**config.mk**
```make
export PLATFORM = sky130hd
export DESIGN_NAME = axi4_lite_slave_regfile
export DESIGN_NICKNAME = d
export VERILOG_FILES = /design/src/rtl/axi4_lite_slave_regfile.sv
export SDC_FILE = /design/constraint.sdc
export NUM_CORES = 1
export LEC_CHECK = 0
export ABC_AREA = 0
export CAP_MARGIN = 20
export CORE_UTILIZATION = 45
export CTS_CLUSTER_SIZE = 8
export DETAILED_ROUTE_END_ITERATION = 7
export PLACE_DENSITY = 0.61
export SYNTH_ARGS = -nofsm -noshare
export SYNTH_HDL_FRONTEND = slang
export SYNTH_SLANG_ARGS = --single-unit
```
**constraint.sdc**
```tcl
create_clock -name aclk -period 3.5 [get_ports aclk]
set_input_delay 0.525 -clock aclk [delete_from_list [all_inputs] [get_ports aclk]]
set_output_delay 0.525 -clock aclk [all_outputs]
set_load 0.02 [all_outputs]
```
**src/rtl/axi4_lite_slave_regfile.sv**
```systemverilog
// AXI4-Lite slave exposing NUM_REGS word registers with byte strobes.
// Write path uses independent one-deep AW/W buffers; read path is a small latency FSM.
//
// state   | meaning
// RD_IDLE | ready for a read address, arready high
// RD_WAIT | counting down extra read latency
// RD_RESP | rdata/rresp held with rvalid high until rready
module axi4_lite_slave_regfile #(
    parameter int ADDR_WIDTH   = 8,
    parameter int DATA_WIDTH   = 32,
    parameter int NUM_REGS     = 16,
    parameter int READ_LATENCY = 0
) (
    input  logic                      aclk,
    input  logic                      aresetn,
    input  logic                      awvalid,
    output logic                      awready,
    input  logic [ADDR_WIDTH-1:0]     awaddr,
    input  logic                      wvalid,
    output logic                      wready,
    input  logic [DATA_WIDTH-1:0]     wdata,
    input  logic [DATA_WIDTH/8-1:0]   wstrb,
    output logic                      bvalid,
    input  logic                      bready,
    output logic [1:0]                bresp,
    input  logic                      arvalid,
    output logic                      arready,
    input  logic [ADDR_WIDTH-1:0]     araddr,
    output logic                      rvalid,
    input  logic                      rready,
    output logic [DATA_WIDTH-1:0]     rdata,
    output logic [1:0]                rresp
);

    localparam int STRB_W = DATA_WIDTH / 8;
    localparam int OFFS   = $clog2(STRB_W);
    localparam int IDX_W  = ADDR_WIDTH - OFFS;
    localparam int RIDX_W = (NUM_REGS > 1) ? $clog2(NUM_REGS) : 1;
    localparam logic [IDX_W:0] NREGS    = (IDX_W + 1)'(NUM_REGS);
    localparam logic [3:0]     LAT_LOAD = 4'(READ_LATENCY - 1);
    localparam logic [1:0]     RESP_OKAY   = 2'b00;
    localparam logic [1:0]     RESP_SLVERR = 2'b10;

    typedef enum logic [1:0] {RD_IDLE, RD_WAIT, RD_RESP} rd_state_t;

    function automatic logic idx_ok(input logic [IDX_W-1:0] idx);
        return {1'b0, idx} < NREGS;
    endfunction

    function automatic logic [RIDX_W-1:0] ridx(input logic [IDX_W-1:0] idx);
        return idx[RIDX_W-1:0];
    endfunction

    logic [DATA_WIDTH-1:0] regs [NUM_REGS];

    logic                  aw_full, w_full;
    logic [IDX_W-1:0]      aw_idx;
    logic [DATA_WIDTH-1:0] w_data;
    logic [STRB_W-1:0]     w_strb;
    logic                  aw_hs, w_hs, wr_commit, wr_ok;

    rd_state_t             state, state_nxt;
    logic [3:0]            cnt;
    logic [IDX_W-1:0]      ar_idx, rd_idx;
    logic                  ar_hs, rd_ok, rd_capture;
    logic [DATA_WIDTH-1:0] rd_word;

    // byte-offset address bits select nothing in a word-wide register file
    logic unused_offs;
    assign unused_offs = ^{awaddr[OFFS-1:0], araddr[OFFS-1:0]};

    assign awready   = aresetn & ~aw_full & ~bvalid;
    assign wready    = aresetn & ~w_full & ~bvalid;
    assign aw_hs     = awvalid & awready;
    assign w_hs      = wvalid & wready;
    assign wr_commit = aw_full & w_full & ~bvalid;
    assign wr_ok     = idx_ok(aw_idx);

    always_ff @(posedge aclk or negedge aresetn) begin
        if (!aresetn) begin
            aw_full <= 1'b0;
            w_full  <= 1'b0;
            aw_idx  <= '0;
            w_data  <= '0;
            w_strb  <= '0;
            bvalid  <= 1'b0;
            bresp   <= RESP_OKAY;
        end else if (wr_commit) begin
            aw_full <= 1'b0;
            w_full  <= 1'b0;
            bvalid  <= 1'b1;
            bresp   <= wr_ok ? RESP_OKAY : RESP_SLVERR;
        end else begin
            if (aw_hs) begin
                aw_full <= 1'b1;
                aw_idx  <= awaddr[ADDR_WIDTH-1:OFFS];
            end
            if (w_hs) begin
                w_full <= 1'b1;
                w_data <= wdata;
                w_strb <= wstrb;
            end
            if (bvalid && bready)
                bvalid <= 1'b0;
        end
    end

    always_ff @(posedge aclk or negedge aresetn) begin
        if (!aresetn) begin
            for (int i = 0; i < NUM_REGS; i++)
                regs[i] <= '0;
        end else if (wr_commit && wr_ok) begin
            for (int b = 0; b < STRB_W; b++)
                if (w_strb[b])
                    regs[ridx(aw_idx)][8*b +: 8] <= w_data[8*b +: 8];
        end
    end

    // Latency 0 captures straight from araddr on the AR handshake edge
    assign ar_hs      = arvalid & arready;
    assign rd_idx     = (state == RD_IDLE) ? araddr[ADDR_WIDTH-1:OFFS] : ar_idx;
    assign rd_ok      = idx_ok(rd_idx);
    assign rd_word    = rd_ok ? regs[ridx(rd_idx)] : '0;
    assign rd_capture = (state_nxt == RD_RESP) && (state != RD_RESP);

    always_ff @(posedge aclk or negedge aresetn) begin
        if (!aresetn) begin
            state  <= RD_IDLE;
            cnt    <= '0;
            ar_idx <= '0;
            rdata  <= '0;
            rresp  <= RESP_OKAY;
        end else begin
            state <= state_nxt;
            if (ar_hs) begin
                cnt    <= LAT_LOAD;
                ar_idx <= araddr[ADDR_WIDTH-1:OFFS];
            end else if (state == RD_WAIT && cnt != 4'd0) begin
                cnt <= cnt - 4'd1;
            end
            if (rd_capture) begin
                rdata <= rd_word;
                rresp <= rd_ok ? RESP_OKAY : RESP_SLVERR;
            end
        end
    end

    always_comb begin
        state_nxt = state;
        case (state)
            RD_IDLE: if (ar_hs) state_nxt = (READ_LATENCY == 0) ? RD_RESP : RD_WAIT;
            RD_WAIT: if (cnt == 4'd0) state_nxt = RD_RESP;
            RD_RESP: if (rready) state_nxt = RD_IDLE;
            default: state_nxt = RD_IDLE;
        endcase
    end

    always_comb begin
        arready = aresetn & (state == RD_IDLE);
        rvalid  = (state == RD_RESP);
    end

endmodule

```
==> results of run 1 <==
## power breakdown
group	switching (uW)	total [uW]	internal, uW
Sequential	1530	9830	8300
Combinational	1500	3360	1860
Clock	2830	7220	4390
## routing by layer
layer  track usage, %  wire length, um  up-vias
li1                 -                -     7261
met4             6.92             1660        0
met3             4.77             3100      115
met2             36.1            31900      347
met1             30.5            29300     8653
met5                0                0        -
## path summary, 6_finish.rpt
check                               from   endpoint  slack (ns)
worst max register to register  state[1]  rdata[21]        0.73
max in group asynchronous        aresetn   regs[49]        1.16
worst min register to register  regs[35]   regs[35]        0.49
worst min-delay path             aresetn   state[1]        0.32
worst max-delay path            state[1]    arready        0.52
min in group aclk                 bready     bvalid        0.49
## worst reg2reg max path, stage by stage, from the launching register on
cell and delay, ns:
dfrtp_1 0.68, or2_1 0.26, mux2i_4 0.34, buf_12 0.28, mux4_2 0.64, a221oi_1 0.34, o21ai_1 0.11
## state kept, by name (all words and copies together) (netlist names), 2 cells and up
register  cells
w_data       32
aw_idx        6
rdata        32
ar_idx        6
cnt           4
regs        512
w_strb        4
state         2
## final cells by class
cell class	count	area share [%]
Multi-Input combinational cell	1158	36.3
Clock inverter	5	0.153
Clock buffer	90	7.13
Inverter	8	0.0969
Timing Repair Buffer	128	4.50
Sequential cell	603	48.7
Tap cell	773	3.12
## synth_stat cells, types with 2 or more instances
master    count
nor2b_1      33
buf_2        35
or4_1        32
nand2_1      74
mux2_2      560
a211oi_1    128
a21o_1        2
a221oi_1     32
mux4_2       64
o211ai_1      2
inv_1         8
nor4b_1       2
a31oi_1       2
a21oi_1       3
o21ai_1      33
buf_6         4
clkbuf_1     85
nor4_1        2
nor2_1       13
and3_1      129
mux2i_1       4
o21ai_0       3
nand3b_1      3
dfrtp_1     603
and2_1        6
nor3_1        8
buf_4         7
buf_1         2
nand2b_1      8
## stage by stage
step	std cells	cell area, sq um	setup slack (ns)	hold slack [ns]
finish	2765	31000	0.518	0.318
global placement	2668	28700	0.492	0.320
floorplan	1902	26900	1.18	0.229
global route	2765	31000	0.410	0.316
detailed placement	2668	28700	0.464	0.320
CTS	2764	31000	0.488	0.301
## logic make-up after synthesis
family / after synthesis / share of synthesized area, %
AOI/OAI and AO/OA: 209 / 5.69
DFF: 603 / 56.1
and+or+nand+nor: 317 / 6.79
buffers and inverters: 141 / 2.34
xor gates and xnor gates: 1 / 0.0326
adders and majority gates: 1 / 0.0465
other: 1 / 0.0139
muxes: 628 / 29.0
==> flow_summary.yaml, run 1 <==
status:
  status: "complete, no violations"
routing:
  via_per_inst: 5.92
  post-route-drc-count: 0
  num_vias: 16400
  firstDrtPassIters: 4
  drt_wl_total_um: 66000
  drt_iter0_drc: 921
  postRouteAntennaNets: 0
  route.detailed.wl_per_inst_um: 23.9
global_route:
  grt_pass1_vias: 17500
  antenna_found_initial: 2
  grt_max_degree: 164
  grt_first_pass_wirelength_um: 104000
  grt_usage_pct: 22.5
  grt-ovfl-total: 0
power:
  leakage_uw: 0.0151
  power_density_nw_per_um2: 659
  irDropWorstVdd_v: 0.000404
  power_uw: 20400
layout:
  layout.nets: 2044
  ff_latch_area_sq_um: 15100
  layout_commonest_cell: "dfrtp_1"
  antenna_cells: 0
  fin_util_pct: 52.5
  n_fill_cell: 4917
  multi_input_area_sq_um: 11300
  syn_to_final_growth_pct: 15.3
  layout_common_cells: "dfrtp_1 (603), mux2_2 (560), and3_1 (129), a211oi_1 (128), clkdlybuf4s50_1 (92)"
  drive_above_1_share_pct: 38.3
placed_design:
  portBuffers: 93
  globalplace.congestion: 0.758
  dpl.hpwl_um: 38800
timing:
  rsz0062_at_grt: "false"
  tns_ns: 0
  slew_viol_final: 0
  period_needed_ns: 2.98
  setup_viol: 0
  fmax_mhz: 335
  finalCritPeriodShare_pct: 85.2
  hold_violations: 0
  relSlewSlack_pct: 32.6
  tightest_slew_ns: 1.01
  skew_ns: 0.0217
clock_network:
  ctsResizeCount: 0
  cts_made_buffers: 85
  cts.path.max_buffers: 3
  cts-hold-fix-buffers: 1
  cts.htree.levels: 3
  clk_pin_slew_ns: 0.05
  root_buffer: "clkbuf_16"
  clock_sinks: 603
  postCtsSetupBuffers: 0
  cts_tree: "done"
  clkLatencyLatePin_ns: 0.62
synthesis:
  ys_ff_latch: 603
  yosysUniqueCellTypes: 43
  syn_avg_cell_area_sq_um: 14.1
  synth_top_cell_by_area: "dfrtp_1"
  synth_top_flop_cell: "dfrtp_1"
  synth.top_cell.area_share_pct: 56.1
  seq_area_frac_synth_pct: 56.1
  synth.area.top_cells: "dfrtp_1 (56%), mux2_2 (23%), mux4_2 (5.4%), a211oi_1 (3.6%), and3_1 (3.0%)"
  netlist_instances: 1901
  yosys_warnings: 0
  syn_area_sq_um: 26900
  async_flop_share_pct: 100
  synth_edf_count: 0
critical_path:
  slowest_delay_ns: 0.60
  cp.buffers_inverters: 2
  worstSetupStartpointType: "flop"
  cpLargestDelayFamily: "buffers and inverters"
  cp_data_required_time_ns: 2.97
  reg2reg_depth: 6
  critPathCaptureType: "output pin"
  crit_fanout: 13
  crit_chain: "or2_1 > buf_4 > nor2_1 > clkdlybuf4s50_1"
  arrival_ns: 2.46
  timing_worst_setup_path_type: "flop to output pin"
  cp.depth: 4
  critPathSlowestCell: "clkdlybuf4s50_1"
floorplanning:
  start_util_pct: 45.6
  die_w_um: 246
  ios: 100
  die_area_sq_um: 60700
  rows: 89
  die_y_um: 246
  coreArea_sq_um: 59000
hold_path:
  hp-class: "input port to asynchronous set/reset pin"
job:
  drv_cap: 0
(Power assumes the default switching activity.)
==> run 2: changes to the inputs <==
--- a/config.mk
+++ b/config.mk
@@ -10,7 +10,7 @@
 export CORE_UTILIZATION = 45
 export CTS_CLUSTER_SIZE = 8
 export DETAILED_ROUTE_END_ITERATION = 7
-export PLACE_DENSITY = 0.61
+export PLACE_DENSITY = 0.73
 export SYNTH_ARGS = -nofsm -noshare
 export SYNTH_HDL_FRONTEND = slang
 export SYNTH_SLANG_ARGS = --single-unit
==> flow_summary.yaml, run 2 (synthesis gave the netlist of run 1 again) <==
timing:
  skew_ns: 0.0220
  setup_slack_ns: 0.530
  rsz0062_at_grt: "false"
  finalCritPeriodShare_pct: 84.9
  period_needed_ns: 2.97
  hold_violations: 0
  tightest_slew_ns: 1.07
  hold_slack_ns: 0.382
  slew_viol_final: 0
  relSlewSlack_pct: 28.5
  tns_ns: 0
  setup_viol: 0
  fmax_mhz: 337
clock_network:
  clkLatencyLatePin_ns: 0.62
  ctsResizeCount: 0
  clk_pin_slew_ns: 0.05
  cts.htree.levels: 3
  cts_tree: "done"
  cts.path.max_buffers: 3
  clock_sinks: 603
  postCtsSetupBuffers: 0
  cts_made_buffers: 85
  root_buffer: "clkbuf_16"
layout:
  top_register: "regs"
  layout_commonest_cell: "dfrtp_1"
  reg.largest.list: "regs (512), rdata (32), w_data (32)"
  layout_common_cells: "dfrtp_1 (603), mux2_2 (560), and3_1 (129), a211oi_1 (128), clkdlybuf4s50_1 (92)"
  fin_util_pct: 52.4
  largest_reg_flops: 512
  drive_above_1_share_pct: 38.3
  layout.nets: 2042
  syn_to_final_growth_pct: 15.1
  instances_no_fill: 2762
  antenna_cells: 0
routing:
  drt_wl_total_um: 64400
  via_per_inst: 6.01
  num_vias: 16600
  firstDrtPassIters: 5
  drt_iter0_drc: 1240
  postRouteAntennaNets: 0
  route.detailed.wl_per_inst_um: 23.3
  post-route-drc-count: 0
hold_path:
  hp-class: "input port to asynchronous set/reset pin"
critical_path:
  crit_fanout: 14
  regToRegSetupSlack_ns: 0.71
  cp_data_required_time_ns: 2.97
  critPathCaptureType: "output pin"
  slowest_delay_ns: 0.61
  reg2reg_depth: 6
  timing_worst_setup_path_type: "flop to output pin"
  critPathSlowestCell: "clkdlybuf4s50_1"
  rr_startpoint: "state[0]"
  arrival_ns: 2.45
  cp-startpoint: "state[0]"
  endpoint: "arready"
  worstSetupStartpointType: "flop"
  r2r_end: "rdata[15]"
  crit_chain: "or2_1 > buf_4 > nor2_1 > clkdlybuf4s50_1"
placed_design:
  globalplace.congestion: 0.786
  dp_cells: 2667
  pre_cts_slack_ns: 0.442
  dpl.hpwl_um: 38200
  portBuffers: 93
floorplanning:
  ios: 100
  start_util_pct: 45.6
  coreArea_sq_um: 59000
  die_w_um: 246
  rows: 89
  die_y_um: 246
  die_area_sq_um: 60700
global_route:
  grt_usage_pct: 21.9
  grt_first_pass_wirelength_um: 103000
  antenna_found_initial: 0
  grt_pass1_vias: 17800
  grt_max_degree: 193
  grt-ovfl-total: 0
job:
  drv_cap: 0
power:
  leakage_uw: 0.0151
  irDropWorstVdd_v: 0.000376
  power_density_nw_per_um2: 659
status:
  status: "complete, no violations"
run 2: timing repair:
action	4_1_cts	5_1_grt
endpoints found under the setup margin	0	0
hold endpoints to repair	24	0
hold buffers	1	0
run 2: worst min path at each step:
stage	from	endpoint	slack, ns	cells past startpoint
after floorplan	aresetn	ar_idx[0]	0.23	0
after global placement	aresetn	regs[380]	0.41	1
after detailed placement	aresetn	state[1]	0.42	1
after CTS	aresetn	state[1]	0.36	2
after global routing	aresetn	state[0]	0.38	2
final	aresetn	state[0]	0.38	2
run 2: power breakdown:
part	total (uW)	internal, uW	switching, uW
Sequential	9850	8300	1540
Clock	7210	4410	2800
Combinational	3340	1850	1490
run 2: critical path, delay by kind of cell, from the launching register on:
kind	cells	cell delay (ns)
flip-flops	1	0.56
AND/OR/NAND/NOR	2	0.45
buffers and inverters	2	0.82
run 2: per-stage QoR:
stage	instance area, sq um	total power [uW]
2_1_floorplan	26900	11800
4_1_cts	31000	20500
6_report	31000	20400
5_1_grt	31000	21400
3_5_place_dp	28700	13300
3_3_place_gp	28700	13000
run 2: area by class of cell:
| type | count | area (sq um) |
|---|---|---|
| Clock buffer | 89 | 2220 |
| Multi-Input combinational cell | 1158 | 11300 |
| Sequential cell | 603 | 15100 |
| Clock inverter | 5 | 47.5 |
| Timing Repair Buffer | 126 | 1350 |
| Fill cell | 4859 | 28100 |
| Tap cell | 773 | 967 |
| Inverter | 8 | 30.0 |
run 2: metal layers:
metal | wire length, um | global-route usage, %
met5 | 0 | 0
met1 | 27100 | 28.5
met3 | 3990 | 4.69
met2 | 31400 | 35.6
met4 | 1970 | 8.79
==> run 3: changes to the inputs <==
==> constraint.sdc (replaced) <==
create_clock -name aclk -period 2.87 [get_ports aclk]
set_input_delay 0.4305 -clock aclk [delete_from_list [all_inputs] [get_ports aclk]]
set_output_delay 0.4305 -clock aclk [all_outputs]
set_load 0.02 [all_outputs]
==> flow_summary.yaml, run 3 (synthesis gave the netlist of run 1 again) <==
layout:
  layout_common_cells: "dfrtp_1 (603), mux2_2 (560), and3_1 (129), a211oi_1 (128), clkdlybuf4s50_1 (92)"
  drive_above_1_share_pct: 38.8
  layout.nets: 2058
  n_fill_cell: 4795
  reg.largest.list: "regs (512), rdata (32), w_data (32)"
  ff_latch_area_sq_um: 15100
  syn_to_final_growth_pct: 16.0
  layout_commonest_cell: "dfrtp_1"
  fin_util_pct: 52.9
  antenna_cells: 0
  top_register: "regs"
  multi_input_area_sq_um: 11300
  largest_reg_flops: 512
timing:
  tns_ns: 0
  tightest_slew_ns: 1.10
  period_needed_ns: 2.67
  relSlewSlack_pct: 26.8
  hold_slack_ns: 0.236
  slew_viol_final: 0
  setup_viol: 0
  rsz0062_at_grt: "false"
  finalCritPeriodShare_pct: 92.9
  skew_ns: 0.0225
  hold_violations: 0
  fmax_mhz: 375
floorplanning:
  coreArea_sq_um: 59000
  die_area_sq_um: 60700
  die_y_um: 246
  die_w_um: 246
  ios: 100
  start_util_pct: 45.6
  rows: 89
clock_network:
  cts.path.max_buffers: 3
  ctsResizeCount: 0
  clock_sinks: 603
  cts_made_buffers: 85
  root_buffer: "clkbuf_16"
  cts.htree.levels: 3
  clkLatencyLatePin_ns: 0.62
  cts_tree: "done"
  cts-hold-fix-buffers: 1
  postCtsSetupBuffers: 0
  clk_pin_slew_ns: 0.05
routing:
  route.detailed.wl_per_inst_um: 23.7
  postRouteAntennaNets: 0
  post-route-drc-count: 0
  num_vias: 16700
  firstDrtPassIters: 5
  drt_iter0_drc: 1156
  drt_wl_total_um: 65700
  via_per_inst: 6.01
global_route:
  grt_pass1_vias: 17800
  grt-ovfl-total: 0
  grt_first_pass_wirelength_um: 104000
  grt_usage_pct: 22.2
  grt_max_degree: 181
  antenna_found_initial: 0
critical_path:
  critPathCaptureType: "flop"
  worstSetupStartpointType: "flop"
  cp_data_required_time_ns: 3.36
  crit_fanout: 8
  arrival_ns: 3.16
  cp-startpoint: "aw_idx[3]"
  timing_worst_setup_path_type: "flop to flop"
  rr_startpoint: "aw_idx[3]"
placed_design:
  portBuffers: 93
  globalplace.congestion: 0.800
  dpl.hpwl_um: 39000
status:
  status: "complete, no violations"
power:
  leakage_uw: 0.0152
  irDropWorstVdd_v: 0.000529
  power_density_nw_per_um2: 799
hold_path:
  hp-class: "input port to asynchronous set/reset pin"
job:
  drv_cap: 0
==> run 3: area by class of cell <==
| type | count | share of cell area (%) |
|---|---|---|
| well taps | 773 | 3.10 |
| clock inverters | 6 | 0.156 |
| flip-flops and latches | 603 | 48.4 |
| repair buffers | 142 | 5.19 |
| multi-input cells | 1158 | 36.1 |
| clock buffers | 88 | 7.02 |
| inverters | 8 | 0.0962 |
==> run 3: path summary, 6_finish.rpt <==
| path | to | slack (ns) | cells past startpoint |
|---|---|---|---|
| min in group aclk | bvalid | 0.40 | 2 |
| worst min-delay path | bvalid | 0.24 | 2 |
| worst min register to register | regs[230] | 0.49 | 1 |
| max in group asynchronous | regs[42] | 0.94 | 4 |
| worst max register to register | regs[500] | 0.20 | 3 |
| worst max-delay path | regs[500] | 0.20 | 3 |
==> run 3: where the power goes <==
group | internal, uW | switching, uW
logic | 2350 | 1850
registers | 10100 | 1870
clock network | 5320 | 3410
==> run 3: per-layer routing <==
metal  global-route usage (%)  share of wire (%)
met3                     4.87                5.3
met4                     9.15                3.8
met1                     29.4                 43
met5                        0                  0
met2                     35.5                 48
==> run 3: stage by stage <==
stage,cell area (sq um),setup slack (ns),power (uW),cells
2_1_floorplan,26900,0.592,14400,1902
3_3_place_gp,29000,0.0828,15900,2683
3_5_place_dp,29000,0.0683,16300,2683
4_1_cts,31200,0.219,25100,2778
5_1_grt,31200,0.0942,26100,2778
6_report,31200,0.204,24900,2778
==> run 3: critical path, cell delays in order, from the launching register on <==
cell and delay (ns):
dfrtp_1 0.47, nor4_1 0.87, nand2_1 0.72, mux2_2 0.48
